[src/rtl/mips_pkg.sv]
// Shared MIPS constants: register indices and architectural reset values,
// also used by the data-memory map.
package mips_pkg;

    localparam int DEFAULT_DATA_WIDTH = 32;
    localparam int DEFAULT_ADDR_WIDTH = 5;

    localparam logic [31:0] DEFAULT_GP_INIT = 32'h1000_8000;
    localparam logic [31:0] DEFAULT_SP_INIT = 32'h7FFF_EFFC;

    localparam int REG_ZERO = 0;
    localparam int REG_GP   = 28;
    localparam int REG_SP   = 29;
    localparam int REG_RA   = 31;

    typedef logic [DEFAULT_DATA_WIDTH-1:0] word_t;

    function automatic logic is_zero_reg(input logic [DEFAULT_ADDR_WIDTH-1:0] idx);
        return idx == DEFAULT_ADDR_WIDTH'(REG_ZERO);
    endfunction

endpackage

[src/rtl/regfile_read_port.sv]
// One combinational register-file read port: index decode, $0 forcing and,
// with REGFILE_BYPASS_EN defined, same-cycle write-to-read forwarding.
module regfile_read_port
    import mips_pkg::*;
#(
    parameter int DATA_WIDTH = DEFAULT_DATA_WIDTH,
    parameter int ADDR_WIDTH = DEFAULT_ADDR_WIDTH
) (
    input  logic [DATA_WIDTH-1:0] regs_i [2**ADDR_WIDTH],
    input  logic [ADDR_WIDTH-1:0] read_register_i,
    input  logic                  reset,
    input  logic                  reg_write_i,
    input  logic [ADDR_WIDTH-1:0] write_register_i,
    input  logic [DATA_WIDTH-1:0] write_data_i,
    output logic [DATA_WIDTH-1:0] read_data_o
);

    always_comb begin
        read_data_o = regs_i[read_register_i];
`ifdef REGFILE_BYPASS_EN
        if (!reset && reg_write_i && (write_register_i == read_register_i)) begin
            read_data_o = write_data_i;
        end
`endif
        // $0 wins over everything, including a forwarded write to index 0
        if (read_register_i == '0) begin
            read_data_o = '0;
        end
    end

`ifndef REGFILE_BYPASS_EN
    logic unused_bypass_inputs;
    assign unused_bypass_inputs = ^{reset, reg_write_i, write_register_i, write_data_i};
`endif

endmodule

[src/rtl/mips_register_file.sv]
// 32 x 32-bit MIPS register file: one synchronous write, two combinational reads.
// Define REGFILE_BYPASS_EN to forward same-cycle write data to matching read ports.
module mips_register_file
    import mips_pkg::*;
#(
    parameter int                    DATA_WIDTH = DEFAULT_DATA_WIDTH,
    parameter int                    ADDR_WIDTH = DEFAULT_ADDR_WIDTH,
    parameter logic [DATA_WIDTH-1:0] GP_INIT    = DATA_WIDTH'(DEFAULT_GP_INIT),
    parameter logic [DATA_WIDTH-1:0] SP_INIT    = DATA_WIDTH'(DEFAULT_SP_INIT)
) (
    input  logic                  clk,
    input  logic                  reset,
    input  logic                  reg_write_i,
    input  logic [ADDR_WIDTH-1:0] write_register_i,
    input  logic [DATA_WIDTH-1:0] write_data_i,
    input  logic [ADDR_WIDTH-1:0] read_register_1_i,
    input  logic [ADDR_WIDTH-1:0] read_register_2_i,
    output logic [DATA_WIDTH-1:0] read_data_1_o,
    output logic [DATA_WIDTH-1:0] read_data_2_o
);

    localparam int DEPTH = 2**ADDR_WIDTH;

    logic [DATA_WIDTH-1:0] regs_q [DEPTH];
    logic [DATA_WIDTH-1:0] regs_d [DEPTH];

    function automatic logic [DATA_WIDTH-1:0] reset_value(input int idx);
        if (idx == REG_GP) return GP_INIT;
        if (idx == REG_SP) return SP_INIT;
        return '0;
    endfunction

    always_comb begin
        regs_d = regs_q;
        if (reg_write_i && (write_register_i != ADDR_WIDTH'(REG_ZERO))) begin
            regs_d[write_register_i] = write_data_i;
        end
    end

    // Reset is checked here rather than in regs_d so it always beats a write
    always_ff @(posedge clk) begin
        if (reset) begin
            for (int i = 0; i < DEPTH; i++) begin
                regs_q[i] <= reset_value(i);
            end
        end else begin
            regs_q <= regs_d;
        end
    end

    regfile_read_port #(
        .DATA_WIDTH(DATA_WIDTH),
        .ADDR_WIDTH(ADDR_WIDTH)
    ) u_read_port_1 (
        .regs_i          (regs_q),
        .read_register_i (read_register_1_i),
        .reset           (reset),
        .reg_write_i     (reg_write_i),
        .write_register_i(write_register_i),
        .write_data_i    (write_data_i),
        .read_data_o     (read_data_1_o)
    );

    regfile_read_port #(
        .DATA_WIDTH(DATA_WIDTH),
        .ADDR_WIDTH(ADDR_WIDTH)
    ) u_read_port_2 (
        .regs_i          (regs_q),
        .read_register_i (read_register_2_i),
        .reset           (reset),
        .reg_write_i     (reg_write_i),
        .write_register_i(write_register_i),
        .write_data_i    (write_data_i),
        .read_data_o     (read_data_2_o)
    );

endmodule

[config.mk]
export PLATFORM = sky130hd
export DESIGN_NAME = mips_register_file
export DESIGN_NICKNAME = d
export VERILOG_FILES = /design/src/rtl/mips_pkg.sv /design/src/rtl/regfile_read_port.sv /design/src/rtl/mips_register_file.sv
export SDC_FILE = /design/constraint.sdc
export NUM_CORES = 2
export LEC_CHECK = 0
export ABC_AREA = 1
export CORE_ASPECT_RATIO = 1.4
export CORE_MARGIN = 2
export CORE_UTILIZATION = 45
export DETAILED_ROUTE_END_ITERATION = 10
export REMOVE_ABC_BUFFERS = 1
export SLEW_MARGIN = 25
export SYNTH_ARGS = -nofsm -noshare
export SYNTH_HDL_FRONTEND = slang
export SYNTH_SLANG_ARGS = --single-unit
[constraint.sdc]
create_clock -name clk -period 4.3 [get_ports clk]
set_input_delay 0.86 -clock clk [delete_from_list [all_inputs] [get_ports clk]]
set_output_delay 0.86 -clock clk [all_outputs]
set_load 0.05 [all_outputs]
==> flow_summary.rst <==
.. list-table::
   :header-rows: 1

   * - Metric
     - Value
   * - Weighted congestion at the end of routability-driven global placement
     - 0.853
   * - Cell types with the largest area share after synthesis
     - sky130_fd_sc_hd__dfxtp_1, sky130_fd_sc_hd__nand2_1, sky130_fd_sc_hd__nand3_1
   * - Row cnt
     - 150
   * - Biggest regs
     - regs_q (1024)
   * - Horizontal die dimension
     - 296 um
   * - Count of antenna-violating nets left after detailed routing
     - 0
   * - Buffers plus inverters on the worst setup path
     - 5
   * - Library cell with the largest summed area after synthesis
     - sky130_fd_sc_hd__dfxtp_1
   * - Wire length of the first global-routing pass
     - 345000 um
   * - Post-synth ARST share
     - 0%
   * - Tot Pwr
     - 22.8 mW
   * - Total standard cell area after synthesis
     - 53800 um^2
   * - Number of antenna violations at the first check in global routing
     - 3
   * - Total of cells resized after clock tree synthesis
     - 0
   * - Via density
     - 6.13
   * - Mapped Avg Cell Area
     - 6.37 um^2
   * - First DRT Iteration DRCs
     - 8437
   * - Post-route worst hold slack
     - 438 ps
   * - Flip-flop count of the largest register, all copies and words added
     - 1024
   * - Number of design rule violations left after detail routing
     - 0
   * - CTS Root Buffer Type
     - sky130_fd_sc_hd__clkbuf_16
   * - Data required, critical path
     - 3440 ps
   * - Setup repair after global routing missed its margin
     - no
   * - Most numerous cell on the critical path
     - sky130_fd_sc_hd__nand2_1
   * - Most numerous cell in the Yosys netlist
     - sky130_fd_sc_hd__nand2_1
   * - Number of buffers on the longest clock path
     - 3
   * - Arrival time worst endpoint
     - 3100 ps
   * - GR Overflow Total
     - 0
   * - Core area
     - 119000 um^2
   * - Worst skew pair latency
     - 720 ps
   * - Height of the die
     - 413 um
   * - Overall via count from detail_route
     - 59652
   * - Most flops, register
     - regs_q
   * - Combinational cell fraction of total power
     - 14.1%
   * - Cell count after synthesis
     - 8440
   * - Yosys synthesis warning count
     - 0
   * - Final hold violation count
     - 0
   * - Maximum capacitance violations
     - 0
   * - Flop pwr share
     - 43.3%
   * - Cell breakdown of the critical path
     - buf_8 -> inv_8 -> buf_12 -> buf_12 -> nand2_1 -> nand3_1 -> nand3_1 -> nand2_1 -> nand2_1 -> nand3_1 -> nand2_1 -> nor2_1 -> buf_12
   * - Register bit count reported by yosys
     - 1024
   * - Effective utilization at floorplan
     - 45.2%
   * - Pin count of the biggest net entering global routing
     - 147
   * - Start of the worst register-to-register path
     - regs_q[111]
   * - Worst slew margin relative to its limit
     - 27.9%
   * - Commonest cells in the netlist
     - sky130_fd_sc_hd__nand2_1, sky130_fd_sc_hd__nand3_1, sky130_fd_sc_hd__a21oi_1
   * - CP startpoint kind
     - input pin
   * - Proportion of synthesized chip area in sequential cells
     - 39.3%
   * - Worst hold path class
     - flop to flop
   * - Count of placed standard cells including taps
     - 9534
   * - Fraction of final layout cells with drive strength greater than 1
     - 6.38%
   * - Number of distinct library cells after synthesis
     - 21
   * - Number of nets in the layout
     - 8096
   * - Crit path largest cell delay
     - 380 ps
   * - Hold Buf Count CTS
     - 0
   * - Area share of the largest cell type after synthesis
     - 35.7%
   * - First drt pass iteration count
     - 9
   * - Post-layout utilization of the core
     - 50.9%
   * - Number of I/O port buffers
     - 113
   * - Top delay family on crit path
     - buffers and inverters
   * - Number of enable-type register cells in the synthesized netlist
     - 64
   * - Number of global-route vias before repair
     - 54498
   * - NetSw
     - 6.61 mW
   * - Detail Placement HPWL
     - 123000 um
   * - Worst clock skew
     - 0 ps
   * - Number of buffers inserted by post-CTS setup repair
     - 0
   * - Switching share of power
     - 29.1%
   * - Number of non-filler instances in the completed layout
     - 9732
   * - Final period utilization
     - 92.2%
   * - Time the final worst path needs with I/O delays and setup
     - 3960 ps
   * - CP endpoint kind
     - output port
   * - H-tree lvl count
     - 3
   * - Transition time at the pin with the least slew margin
     - 1080 ps
   * - Clock tree from TritonCTS
     - yes
   * - Hold Startpoint
     - regs_q[1002]
   * - Source of the critical timing path
     - read_register_1_i[0]
   * - Slowest-stage cell, CP
     - sky130_fd_sc_hd__inv_8
   * - Final setup vio count
     - 0
   * - Global router's overall resource usage
     - 36.9%
   * - CTS clk-pin slew, worst paths
     - 60 ps
   * - Average wire per cell in the routed design
     - 23.9 um
   * - Routed wire length
     - 232000 um
   * - Die outline area
     - 122000 um^2
   * - Worst vdd ir
     - 304 uV
   * - Power density relative to cell area
     - 376 nW/um^2
   * - Main flop type after synthesis
     - sky130_fd_sc_hd__dfxtp_1
   * - Max Clock Freq
     - 0.252 GHz
   * - Number of clock sinks
     - 1024
   * - Final number of max-transition violations
     - 0
   * - Inserted Clock Buffers
     - 106
   * - Area growth, synth to finish
     - 12.6%
   * - Top fanout value on the critical path
     - 42
   * - Power share of the clock group
     - 42.6%
   * - Number of top-level design ports
     - 114
   * - P_int
     - 16.1 mW
   * - Leakage
     - 23.3 nW
   * - Worst setup path class
     - input pin to output port
   * - Status
     - finished, final reports clean
-- cells in the final DEF (no fill, tap or decap), types with 3 or more instances in the layout --
cell type                         count
sky130_fd_sc_hd__inv_4                4
sky130_fd_sc_hd__buf_8                4
sky130_fd_sc_hd__inv_1              124
sky130_fd_sc_hd__inv_2               31
sky130_fd_sc_hd__nor2_4              24
sky130_fd_sc_hd__edfxtp_1            64
sky130_fd_sc_hd__clkinv_1            11
sky130_fd_sc_hd__clkbuf_8            23
sky130_fd_sc_hd__clkbuf_1            24
sky130_fd_sc_hd__nand3_1           1446
sky130_fd_sc_hd__bufinv_16            7
sky130_fd_sc_hd__clkdlybuf4s50_1     38
sky130_fd_sc_hd__clkinv_2            22
sky130_fd_sc_hd__inv_8                5
sky130_fd_sc_hd__clkinvlp_4           4
sky130_fd_sc_hd__a21oi_1           1134
sky130_fd_sc_hd__o21ai_0           1096
sky130_fd_sc_hd__dfxtp_1            960
sky130_fd_sc_hd__inv_6                6
sky130_fd_sc_hd__clkbuf_16          109
sky130_fd_sc_hd__buf_12             135
sky130_fd_sc_hd__nor3_2               3
sky130_fd_sc_hd__nor2_1             218
sky130_fd_sc_hd__buf_4              129
sky130_fd_sc_hd__nand2_1           2497
-- routing by layer --
layer  up-vias  routed length, um  GRT usage [%]  part of all wire, %
li1      27546                  -              -                    -
met1     27775              91200           47.9                   39
met2      3615             103000           58.0                   44
met3       716              24700           6.10                   11
met4         0              13300           20.7                  5.7
met5         -                  0              0                    0
-- worst paths after layout --
kind,to,cells past startpoint,slack (ps)
max,read_data_1_o[28],13,340
max reg2reg,regs_q[111],2,3310
min,regs_q[1002],2,440
min reg2reg,regs_q[1002],2,440
-- power by group through the flow --
stage | sequential, mW | combinational (mW) | clock [mW]
floorplan | 10.0 | 1.58 | 0
global placement | 10.1 | 3.12 | 0
detailed placement | 10.1 | 3.13 | 0
CTS | 9.85 | 3.14 | 9.76
global route | 9.87 | 3.39 | 10.1
finish | 9.86 | 3.21 | 9.68
-- final cells by class --
cell class	instances	area [um^2]
flip-flops and latches	1024	21100
clock inverters	41	433
clock buffers	156	3130
well taps	1596	2000
diodes	1	2.50
inverters	176	716
fillers	11980	58400
multi-input cells	6428	29000
repair buffers	310	4140
-- cells by family (layout without fill, tap and decap cells) --
logic type	after synthesis	count (layout)	share of synthesized area, %
simple gates	4197	4197	32.9
flops	1024	1024	39.3
compound gates	2231	2231	20.8
buf+inv	988	683	7.08
other cells	0	1	0
-- per-stage QoR --
step / cell area [um^2] / setup slack, ps / setup TNS [ps]
detailed placement: 57000 / 449 / 0
floorplan: 50600 / -12770 / -8828650
finish: 60600 / 337 / 0
CTS: 60500 / 447 / 0
global route: 60500 / 286 / 0
global placement: 57000 / 466 / 0
-- worst min-delay path, cell delays in order, from the launching register on --
cell                      delay (ps)
sky130_fd_sc_hd__dfxtp_1         320
sky130_fd_sc_hd__inv_1            50
sky130_fd_sc_hd__nor2_1           30
No activity file was read; power rests on OpenSTA's default activity.
